### config.mk
export PLATFORM = sky130hd
export DESIGN_NAME = psl_job_ctrl
export DESIGN_NICKNAME = d
export VERILOG_FILES = /design/src/rtl/psl_job_ctrl.sv
export SDC_FILE = /design/constraint.sdc
export NUM_CORES = 1
export LEC_CHECK = 0
export CAP_MARGIN = 20
export CORE_ASPECT_RATIO = 0.9
export CORE_UTILIZATION = 40
export CTS_CLUSTER_SIZE = 8
export DETAILED_ROUTE_END_ITERATION = 7
export PLACE_DENSITY = 0.75
export REMOVE_ABC_BUFFERS = 1
export SYNTH_ARGS = -nofsm -noshare
export SYNTH_HDL_FRONTEND = slang
export SYNTH_SLANG_ARGS = --single-unit
### constraint.sdc
create_clock -name ha_pclock -period 2.1 [get_ports ha_pclock]
set_input_delay 0.315 -clock ha_pclock [delete_from_list [all_inputs] [get_ports ha_pclock]]
set_output_delay 0.315 -clock ha_pclock [all_outputs]
set_load 0.03 [all_outputs]
### src/rtl/psl_job_ctrl.sv
`default_nettype none
// ============================================================================
// psl_job_ctrl : PSL job-control front end (command decode, reset/start, done)
// Revision 1.0
// ============================================================================
module psl_job_ctrl #(
  parameter int RESET_CYCLES = 4,
  parameter bit PARITY_EN    = 1'b1
) (
  input  logic        ha_pclock,
  input  logic        ha_preset_n,
  input  logic        ha_jval,
  input  logic [0:7]  ha_jcom,
  input  logic        ha_jcompar,
  input  logic [0:63] ha_jea,
  input  logic        ha_jeapar,
  output logic        ah_jrunning,
  output logic        ah_jdone,
  output logic        ah_jcack,
  output logic [0:63] ah_jerror,
  output logic        ah_jyield,
  output logic        core_reset,
  output logic        core_start,
  output logic [0:63] core_wed,
  input  logic        core_done,
  input  logic [0:7]  core_error
);

  localparam int               CNT_W    = $clog2(RESET_CYCLES) + 1;
  localparam logic [CNT_W-1:0] CNT_LOAD = CNT_W'(RESET_CYCLES);
  localparam logic [7:0]       CMD_RESET = 8'h80;
  localparam logic [7:0]       CMD_START = 8'h90;
  localparam logic [7:0]       CMD_LLCMD = 8'h45;

  typedef enum logic [1:0] {ST_IDLE, ST_RESETTING, ST_RUNNING} state_t;

  state_t           r_state;
  logic [CNT_W-1:0] r_cnt;
  logic [0:3]       r_sticky;
  logic             r_pend;
  logic [0:63]      r_pend_err;

  logic        w_jcom_perr, w_jea_perr, w_cmd_ok;
  logic        w_is_reset, w_is_start, w_is_llcmd, w_is_invalid;
  logic        w_abort, w_idle_perr, w_bad_start, w_complete, w_evt;
  logic [0:3]  w_sticky_nxt;
  logic [0:63] w_evt_err;

  assign ah_jyield = 1'b0;

  // Odd parity: a clean word has data XOR parity equal to 1.
  assign w_jcom_perr = PARITY_EN && ha_jval && !(^ha_jcom ^ ha_jcompar);
  assign w_jea_perr  = PARITY_EN && !(^ha_jea ^ ha_jeapar);
  assign w_cmd_ok    = ha_jval && !w_jcom_perr;

  assign w_is_reset   = w_cmd_ok && (ha_jcom == CMD_RESET);
  assign w_is_start   = w_cmd_ok && (ha_jcom == CMD_START);
  assign w_is_llcmd   = w_cmd_ok && (ha_jcom == CMD_LLCMD);
  assign w_is_invalid = w_cmd_ok && !w_is_reset && !w_is_start && !w_is_llcmd;

  assign w_abort     = w_jcom_perr && (r_state == ST_RUNNING);
  assign w_idle_perr = w_jcom_perr && (r_state == ST_IDLE);
  assign w_bad_start = w_is_start && w_jea_perr && (r_state == ST_IDLE);
  assign w_complete  = core_done && !w_jcom_perr && (r_state == ST_RUNNING);
  assign w_evt       = w_abort || w_idle_perr || w_bad_start || w_complete;

  always_comb begin
    w_sticky_nxt    = r_sticky;
    w_sticky_nxt[0] = r_sticky[0] | w_jcom_perr;
    w_sticky_nxt[2] = r_sticky[2] | (w_is_start && (r_state != ST_IDLE));
    w_sticky_nxt[3] = r_sticky[3] | w_is_invalid;
    w_evt_err        = '0;
    w_evt_err[0:3]   = w_sticky_nxt;
    w_evt_err[1]     = w_sticky_nxt[1] | w_bad_start;
    if (w_complete) begin
      w_evt_err[56:63] = core_error;
    end
  end

  always_ff @(posedge ha_pclock or negedge ha_preset_n) begin
    if (!ha_preset_n) begin
      r_state     <= ST_IDLE;
      r_cnt       <= '0;
      r_sticky    <= '0;
      r_pend      <= 1'b0;
      r_pend_err  <= '0;
      ah_jrunning <= 1'b0;
      ah_jdone    <= 1'b0;
      ah_jcack    <= 1'b0;
      ah_jerror   <= '0;
      core_reset  <= 1'b0;
      core_start  <= 1'b0;
      core_wed    <= '0;
    end else begin
      ah_jdone   <= 1'b0;
      ah_jcack   <= 1'b0;
      ah_jerror  <= '0;
      core_start <= 1'b0;
      if (w_is_reset) begin
        // Reset overrides everything, including a simultaneous core_done.
        r_state     <= ST_RESETTING;
        r_cnt       <= CNT_LOAD;
        core_reset  <= 1'b1;
        ah_jrunning <= 1'b0;
        r_sticky    <= '0;
        r_pend      <= 1'b0;
        r_pend_err  <= '0;
      end else begin
        core_reset <= 1'b0;
        r_sticky   <= w_sticky_nxt;
        case (r_state)
          ST_RESETTING: begin
            if (r_cnt == CNT_W'(1)) begin
              ah_jdone <= 1'b1;
              r_state  <= ST_IDLE;
            end else begin
              core_reset <= 1'b1;
              r_cnt      <= r_cnt - CNT_W'(1);
            end
          end
          ST_IDLE: begin
            if (w_is_start && !w_jea_perr) begin
              core_wed    <= ha_jea;
              core_start  <= 1'b1;
              ah_jrunning <= 1'b1;
              r_state     <= ST_RUNNING;
            end
          end
          ST_RUNNING: begin
            if (w_abort) begin
              core_reset  <= 1'b1;
              ah_jrunning <= 1'b0;
              r_state     <= ST_IDLE;
            end else if (w_complete) begin
              ah_jrunning <= 1'b0;
              r_state     <= ST_IDLE;
            end
          end
          default: r_state <= ST_IDLE;
        endcase
        if (w_is_llcmd && (r_state != ST_RESETTING)) begin
          ah_jcack <= 1'b1;
        end
        // A report landing right after a jdone pulse is held one cycle.
        if (w_evt || r_pend) begin
          r_sticky <= '0;
          if (ah_jdone) begin
            r_pend     <= 1'b1;
            r_pend_err <= r_pend_err | w_evt_err;
          end else begin
            ah_jdone   <= 1'b1;
            ah_jerror  <= r_pend_err | w_evt_err;
            r_pend     <= 1'b0;
            r_pend_err <= '0;
          end
        end
      end
    end
  end

endmodule
`default_nettype wire

==> results.py <==
metrics = {
    "power_and_ir_drop": {
        "vdd_ir_drop_max_mv": 0.4276,
        "p_per_area_nw_per_um2": 830.6,
        "p_clk_frac": 0.242,
        "power_frac_seq": 0.339,
        "p_comb_frac": 0.419,
        "p_sw_frac": 0.3443,
        "internal_power_mw": 4.519,
        "p_switching_mw": 2.373,
        "p_leak_nw": 3.935,
    },
    "floorplanning": {
        "pin_count": 220,
        "die_w_um": 124.0,
        "fp-row-count": 39,
        "coreArea_sq_um": 12880,
        "initial_utilization": 0.4158,
        "fp.dieH_um": 111.8,
        "dieArea_sq_um": 13860,
    },
    "sta": {
        "min_period_ps": 2497,
        "slew_violations": 0,
        "max_freq_mhz": 400.5,
        "hold_violations": 0,
        "skew_ps": 9.638,
        "final.period_utilization": 1.189,
        "setup_viol": 90,
        "grt_setup_unrepaired": "true",
        "worst_slack_ps": -396.7,
    },
    "hold_path": {
        "hp-class": "in2reg",
        "min-delay-start": "ha_jea[15]",
    },
    "synth": {
        "syn_area_per_cell_sq_um": 12.66,
        "yosysSeqAreaShare": 0.4812,
        "syn_area_sq_um": 5356,
        "yosys_warnings": 0,
        "yosysTopAreaCell": "dfrtp_1",
        "ys_seq_elements": 103,
        "ys_top_cells_by_area": "dfrtp_1, mux2_4, xnor2_1",
        "yosysTopAreaCellShare": 0.4812,
        "synthCells": 423,
        "synth.distinct_cells": 37,
    },
    "cells_and_area": {
        "areaGrowthSynthToFinish_pct": 54.94,
        "nets": 743,
        "mostFrequentLayoutCell": "dfrtp_1",
        "drive_gt1_frac": 0.4545,
        "num_antenna_cells": 0,
        "instances_no_fill": 813,
        "final_cell_mix": "dfrtp_1, clkdlybuf4s50_1, buf_4",
    },
    "drt": {
        "drt_iter0_drc": 161,
        "drcViolationCount": 0,
        "firstDrtPassIters": 5,
        "vias_per_cell": 4.642,
        "wl_per_cell_um": 16.30,
        "wl_um": 13250,
        "antenna_left": 0,
        "num_vias": 3774,
    },
    "placement": {
        "gp_congestion": 0.8286,
        "port_buffers": 218,
        "dpl.cell_count": 783,
        "hpwlAfterDp_um": 9168,
        "pre_cts_slack_ps": -1141,
    },
    "setup_path": {
        "startpoint": "ha_jea[5]",
        "critPathSlowestCell": "xnor3_2",
        "worstSetupPathType": "in2reg",
        "crit_arrival_ps": 2730,
        "reg2reg_from": "r_state[1]",
        "cp_common_cell": "xnor2_1",
        "start_kind": "input pin",
        "worst_path_largest_cell_delay_ps": 460,
        "critPathMaxFanout": 19,
        "cp_data_required_time_ps": 2340,
        "worst_path_dominant_cell_family": "XOR/XNOR gates",
        "cp-end-kind": "register",
        "cp.buffers_inverters": 2,
        "crit_chain": "buf_8 -> xor2_2 -> xnor2_1 -> xnor2_1 -> xnor2_1 -> xnor3_2 -> xnor2_2 -> nor3_2 -> and3_4 -> buf_12 -> mux2_2",
    },
    "cts": {
        "numCtsBuffers": 9,
        "tritoncts": "yes",
        "cts_root_buffer": "clkbuf_16",
        "clk_latency_ps": 350,
        "cts_buffer_depth": 2,
        "htreeDepth": 3,
        "clk_transition_reported_paths_ps": 70,
        "cts_sinks": 103,
    },
    "global_route": {
        "grt_overflow_total": 0,
        "grt_pass1_wl_um": 19850,
        "grt_usage": 0.1873,
        "antenna_found_initial": 0,
        "grt_pass1_vias": 3979,
        "grt_max_degree": 59,
    },
    "run_status": {
        "status": "finished, violations left",
        "violations": "setup timing",
    },
    "job": {
        "maxCapViolations": 0,
    },
}
## sequential cells by signal, indices dropped and copies added (netlist names), 2 cells and up
name        count
ah_jerror      13
r_cnt           3
r_pend_err     12
r_sticky        3
r_state         2
core_wed       64
## Yosys cell counts
cell	count
a31oi_1	2
mux2_2	16
xnor2_2	1
nor2_1	31
nand2_1	8
or3_1	1
buf_2	2
ha_1	13
xor2_1	9
and3_1	3
xnor3_2	1
o21bai_1	1
or2_2	1
mux2_4	49
a21o_1	1
o21ai_0	5
nor2b_1	1
nand4_1	2
xnor2_1	58
buf_4	53
buf_12	6
nor3_1	2
dfrtp_1	103
and3_4	1
nor4_1	1
mux2i_1	1
and4_1	1
a21boi_1	1
a211oi_1	3
inv_1	19
conb_1	1
clkbuf_1	1
a21oi_1	16
o21a_1	4
nand3_1	3
nand2b_1	1
nor3_2	1
## power by group through the flow
| stage | clock [mW] | combinational [mW] | sequential (mW) |
|---|---|---|---|
| after floorplan | 0 | 1.04 | 2.71 |
| after global placement | 0 | 2.37 | 2.36 |
| after detailed placement | 0 | 2.41 | 2.36 |
| after CTS | 1.71 | 2.65 | 2.33 |
| after global routing | 1.78 | 3.09 | 2.36 |
| final | 1.67 | 2.89 | 2.34 |
## worst register-to-register path: cells and delay by family (launching register included)
kind	cells	cell delay, ps
fa+ha+maj	1	180
buf+inv	3	500
flops	1	430
mux	1	350
simple gates	1	320
## cell families (layout without fill, tap and decap cells)
group           Yosys count  after routing  share of synthesized area
compound gates           33             33                    0.03597
xor+xnor                 69             69                     0.1170
fa+ha+maj                13             13                    0.03037
buf+inv                  81            306                     0.1126
flops                   103            103                     0.4812
mux                      66             66                     0.1729
other cells               1              2                  0.0007001
simple gates             57             57                    0.04929
## repair_timing
action	in CTS	in global routing
setup endpoints to repair	99	97
gates cloned	1	2
hold buffers	1	0
pin swaps	45	31
hold endpoints to repair	25	0
resized for setup	254	72
buffers inserted	10	6
## worst paths after layout
path                            slack (ps)       endpoint  cells past startpoint
worst max-delay path                  -400   core_wed[12]                     11
worst min-delay path                   200   core_wed[15]                      2
worst max register to register         220   core_wed[12]                      6
worst min register to register         490  ah_jerror[58]                      2
max in group asynchronous             1020   core_wed[43]                      3
min in group asynchronous              430  ah_jerror[61]                      2
## metrics by stage
stage / hold WS, ps / setup TNS, ps / cell area (sq um) / total power, mW / util
floorplan: 19.41 / -476370 / 4828 / 3.754 / -
detailed placement: 262.5 / -102010 / 7426 / 4.773 / 0.5764
CTS: 182.1 / -24550 / 7990 / 6.697 / 0.6202
finish: 201.9 / -24730 / 8299 / 6.893 / 0.6442
global route: 192.5 / -35380 / 8299 / 7.230 / 0.6442
global placement: 256.1 / -99960 / 7426 / 4.723 / 0.5764
## area by class of cell
type	count	area (sq um)
Clock buffer	9	225.2
Clock inverter	7	77.57
Fill cell	977	4583
Inverter	19	71.32
Multi-Input combinational cell	240	2734
Sequential cell	103	2577
Tap cell	164	205.2
Timing Repair Buffer	271	2409
## routing by layer
metal	routed length (um)	GRT usage	part of all wire	vias to the layer above
met4	299	0.06587	0.023	0
met3	1002	0.04867	0.076	20
met1	5212	0.2245	0.39	1789
li1	-	-	-	1778
met2	6734	0.3215	0.51	187
met5	0	0	0	-
(Power assumes the default switching activity.)
==> RTL edit 1 (same settings) <==
`RESET_CYCLES`: 4 -> 2.
--- a/src/rtl/psl_job_ctrl.sv
+++ b/src/rtl/psl_job_ctrl.sv
@@ -4,7 +4,7 @@
 // Revision 1.0
 // ============================================================================
 module psl_job_ctrl #(
-  parameter int RESET_CYCLES = 4,
+  parameter int RESET_CYCLES = 2,
   parameter bit PARITY_EN    = 1'b1
 ) (
   input  logic        ha_pclock,
Check against the original RTL: not equivalent (Yosys sat finds a counterexample within 4 cycles, from zero or initial values and one cycle with ha_preset_n low).
==> RTL edit 1 against the original RTL <==
- wire length grew 8.3%
- design area grew 5.1%
- non-clock buffer count rose by 18
- sequential cell count decreased by 1
- power grew 12%
- highest routed layer unchanged
- via count grew 2.5%
- maximum frequency increased by 3.9%
- synthesized area is 1.8% lower
- setup slack improved by 0.094 ns
- the flow finishes with violations (negative hold slack, negative setup slack)
==> RTL edit 1: results (changes against the original RTL) <==
[outcome]
status = complete, but fails checks  ; unchanged
violations = negative hold slack, negative setup slack  ; was negative setup slack

[power]
leakagePower_nw = 4.33  ; was 3.94 nW
p_per_area_nw_per_um2 = 884  ; was 831 nW/um^2

[logic_synthesis]
avgSynthCellArea_um2 = 12.7  ; about the same
synth_common_cells = dfrtp_1, xnor2_1, buf_4  ; unchanged
synthDistinctLibCells = 38  ; was 37
synth_area_leaders = dfrtp_1, mux2_4, xnor2_1  ; unchanged

[worst_setup_path]
worstSetupEndpoint = r_pend_err[58]$_DFFE_PN0P_  ; was core_wed[12]$_DFFE_PN0P_
r2r-start = r_state[0]$_DFFE_PN0P_  ; was r_state[1]$_DFFE_PN0P_
max_stage_delay_ns = 0.34  ; was 0.46 ns
startpoint = ha_jea[58]  ; was ha_jea[5]
reg2reg_depth = 10  ; was 6
rr_endpoint = r_pend_err[2]$_DFFE_PN0P_  ; was core_wed[12]$_DFFE_PN0P_
crit_path_max_fanout = 5  ; was 19
rrSetupSlack_ns = 0.26  ; was 0.22 ns

[clocking]
postCtsHoldBufs = 0  ; was 1

[route]
first_pass_iters = 4  ; was 5
routed-via-count = 3869  ; was 3774
drt_iter0_drc = 128  ; was 161
drt-total-wl_mm = 14.3  ; was 13.2 mm

[grt]
grt_pass1_vias = 3990  ; was 3979
grt_util_all_layers = 0.202  ; was 0.187

[place]
dp_hpwl_mm = 8.99  ; was 9.17 mm
place_inst = 774  ; was 783
gp_congestion = 0.820  ; was 0.829

[timing]
setup_viol = 96  ; was 90
setup_tns_ns = -20.70  ; was -24.73 ns
hold_slack_ns = -0.0350  ; was 0.202 ns
finalWorstSetupSlack_ns = -0.303  ; was -0.397 ns
hold_viol_final = 7  ; was 0

[floorplanning]
die_area_um2 = 13600  ; was 13900 um^2

[cells_and_area]
final_layout_size_suffix_gt1_frac = 0.546  ; was 0.455
fin_nets = 750  ; was 743

[worst_hold_path]
min_path_type = in2async  ; was in2reg

RTL edit 1: report_power, final:
part	internal, W	switching, W
sequential	0.00220	0.000142
combinational	0.00183	0.00173
clock	0.00104	0.000762
RTL edit 1: cells by family (layout without fill, tap and decap cells):
| logic type | after synthesis | in the layout | share of synthesized area |
|---|---|---|---|
| AO/OA/AOI/OAI | 31 | 31 | 0.0350 |
| XOR/XNOR | 67 | 67 | 0.117 |
| adder cells (fa/ha/maj) | 12 | 12 | 0.0285 |
| buffers and inverters | 82 | 322 | 0.113 |
| flip-flops | 102 | 102 | 0.485 |
| multiplexers | 65 | 65 | 0.166 |
| other | 1 | 2 | 0.000713 |
| AND/OR/NAND/NOR | 55 | 55 | 0.0542 |
RTL edit 1: worst min-delay path by stage:
stage,startpoint,end,slack (ns),depth (start not counted)
after floorplan,ha_preset_n,ah_jcack$_DFF_PN0_,0.02,0
after global placement,ha_preset_n,core_wed[6]$_DFFE_PN0P_,0.43,2
after detailed placement,ha_preset_n,core_wed[6]$_DFFE_PN0P_,0.43,2
after CTS,ha_preset_n,core_wed[6]$_DFFE_PN0P_,0.05,2
after global routing,ha_preset_n,core_wed[63]$_DFFE_PN0P_,0.04,2
final,ha_preset_n,core_wed[6]$_DFFE_PN0P_,-0.03,2
RTL edit 1: cell type report:
cell class / instances / share of cell area
inverter: 18 / 0.00832
clock buffer: 10 / 0.0263
sequential: 102 / 0.293
multi-input combinational: 232 / 0.326
clock inverter: 5 / 0.00947
timing repair buffer: 289 / 0.314
tap: 164 / 0.0235
RTL edit 1: per-stage QoR:
stage / instance area, um^2 / total power (W)
3_5_place_dp: 7370 / 0.00497
5_1_grt: 8720 / 0.00803
6_report: 8720 / 0.00771
2_1_floorplan: 4740 / 0.00376
4_1_cts: 8320 / 0.00722
3_3_place_gp: 7370 / 0.00492
RTL edit 1: per-layer routing:
metal	share of wire	vias up	global-route usage
li1	-	1790	-
met1	0.41	1906	0.248
met2	0.50	153	0.334
met3	0.074	20	0.0694
met4	0.014	0	0.0504
met5	0	-	0
RTL edit 1: worst reg2reg max path, cell delays in order, from the launching register on:
cell and delay, ns:
dfrtp_1 0.36, inv_1 0.08, ha_1 0.27, a21oi_2 0.14
nor2_2 0.06, nor2_2 0.17, o21ai_4 0.11, buf_4 0.14
buf_4 0.13, a21oi_1 0.20, nor3_2 0.07
RTL edit 1: repair_timing:
action,CTS,global route
endpoints found under the hold margin,0,0
gates cloned,6,3
gates resized for setup,311,121
setup endpoints to repair,99,97
pin swaps,71,41
buffers inserted,18,15
==> RTL edit 2 (same flow settings) <==
Without the edit above. Make the reset (`ha_preset_n`) synchronous in one clocked block.
--- a/src/rtl/psl_job_ctrl.sv
+++ b/src/rtl/psl_job_ctrl.sv
@@ -77,7 +77,7 @@
     end
   end
 
-  always_ff @(posedge ha_pclock or negedge ha_preset_n) begin
+  always_ff @(posedge ha_pclock) begin
     if (!ha_preset_n) begin
       r_state     <= ST_IDLE;
       r_cnt       <= '0;
Function: differs if ha_preset_n is asserted again (counterexample within 4 cycles, from zero or initial values and one cycle with ha_preset_n low); with ha_preset_n held inactive, the same outputs for 4 cycles.
==> RTL edit 2 against the original RTL <==
- the flow still finishes with violations (negative setup slack)
- design area fell by 1.0%
- combinational power fell by 15%
- count of clock-buffer cells in the layout rose by 3
- synthesized area fell by 3.3%
- register-to-register slack improved by 0.05 ns
- clock skew fell by 0.0053 ns
- wire length rose by 12%
- via count rose by 19%
- clock power rose by 2%
- power fell by 11%
- sequential cell count fell by 1
- setup slack improved by 0.035 ns
- critical path type unchanged
==> RTL edit 2: results (changes against the original RTL) <==
[outcome]
status = complete, but fails checks  ; unchanged
violations = negative setup slack  ; unchanged

[timing]
hold_slack_ns = 0.211  ; was 0.202 ns
finalWorstSetupSlack_ns = -0.362  ; was -0.397 ns
setup_viol = 93  ; was 90

[worst_setup_path]
rrSetupSlack_ns = 0.27  ; was 0.22 ns
max_stage_delay_ns = 0.24  ; was 0.46 ns
r2r-start = r_state[1]$_SDFFE_PP0P_  ; was r_state[1]$_DFFE_PN0P_
worstSetupEndpoint = core_wed[21]$_SDFFE_PN0P_  ; was core_wed[12]$_DFFE_PN0P_
startpoint = ha_jcom[1]  ; was ha_jea[5]
crit_path_top_delay_cell = dlygate4sd2_1  ; was xnor3_2

[route]
drt-total-wl_mm = 14.8  ; was 13.2 mm
first_pass_iters = 4  ; was 5
drt_iter0_drc = 159  ; was 161

[power]
leakagePower_nw = 3.34  ; was 3.94 nW

[logic_synthesis]
ys_seq_area_frac = 0.394  ; was 0.481
synthDistinctLibCells = 39  ; was 37
synth_area_leaders = dfxtp_1, a21boi_2, xnor2_1  ; was dfrtp_1, mux2_4, xnor2_1
yosys_most_used_dff = dfxtp_1  ; was dfrtp_1

[worst_hold_path]
hold_path_end = core_wed[47]$_SDFFE_PN0P_  ; was core_wed[15]$_DFFE_PN0P_
holdPathStages = 3  ; was 2

[place]
portBuffers = 166  ; was 218
place_area_um2 = 7040  ; was 7430 um^2

[grt]
grt_util_all_layers = 0.212  ; was 0.187
grt_max_degree = 42  ; was 59

## RTL edit 2: cell types whose count changed after synthesis, moves of 12 or more
| cell | unedited run | this run |
|---|---|---|
| buf_6 | 0 | 12 |
| nand2_1 | 8 | 133 |
| mux2_4 | 49 | 0 |
| mux2_2 | 16 | 0 |
| dfxtp_1 | 0 | 102 |
| dfrtp_1 | 103 | 0 |
| a21boi_2 | 0 | 60 |
## RTL edit 2: what timing repair did
item	in CTS	in global routing
pin swaps	137	44
gates cloned	6	1
gates resized for setup	272	86
endpoints found under the setup margin	100	100
buffers inserted	12	6
## RTL edit 2: cell families after synthesis
family          count (synthesis)  synth area share
buf+inv                        97             0.127
other cells                     1          0.000724
compound gates                101             0.181
simple gates                  180             0.141
xor+xnor                       70             0.122
mux                             1           0.00193
fa+ha+maj                      13            0.0314
flops                         102             0.394
## RTL edit 2: where the power goes
part | total [W] | internal, W | switching (W)
sequential | 0.00198 | 0.00196 | 0.0000142
clock | 0.00171 | 0.00100 | 0.000706
combinational | 0.00247 | 0.00129 | 0.00117
## RTL edit 2: final cells by class
| cell class | count | area, um^2 |
|---|---|---|
| well taps | 164 | 205 |
| diodes | 1 | 2.50 |
| multi-input cells | 418 | 3310 |
| flip-flops and latches | 102 | 2040 |
| repair buffers | 233 | 2280 |
| inverters | 20 | 75.1 |
| fillers | 985 | 4420 |
| clock inverters | 1 | 30.0 |
| clock buffers | 12 | 267 |
## RTL edit 2: per-layer routing
metal | share of wire | global-route usage | up-vias | routed length [um]
li1 | - | - | 2146 | -
met1 | 0.39 | 0.233 | 2147 | 5770
met2 | 0.51 | 0.376 | 177 | 7610
met3 | 0.069 | 0.0602 | 34 | 1020
met4 | 0.028 | 0.105 | 0 | 411
met5 | 0 | 0 | - | 0
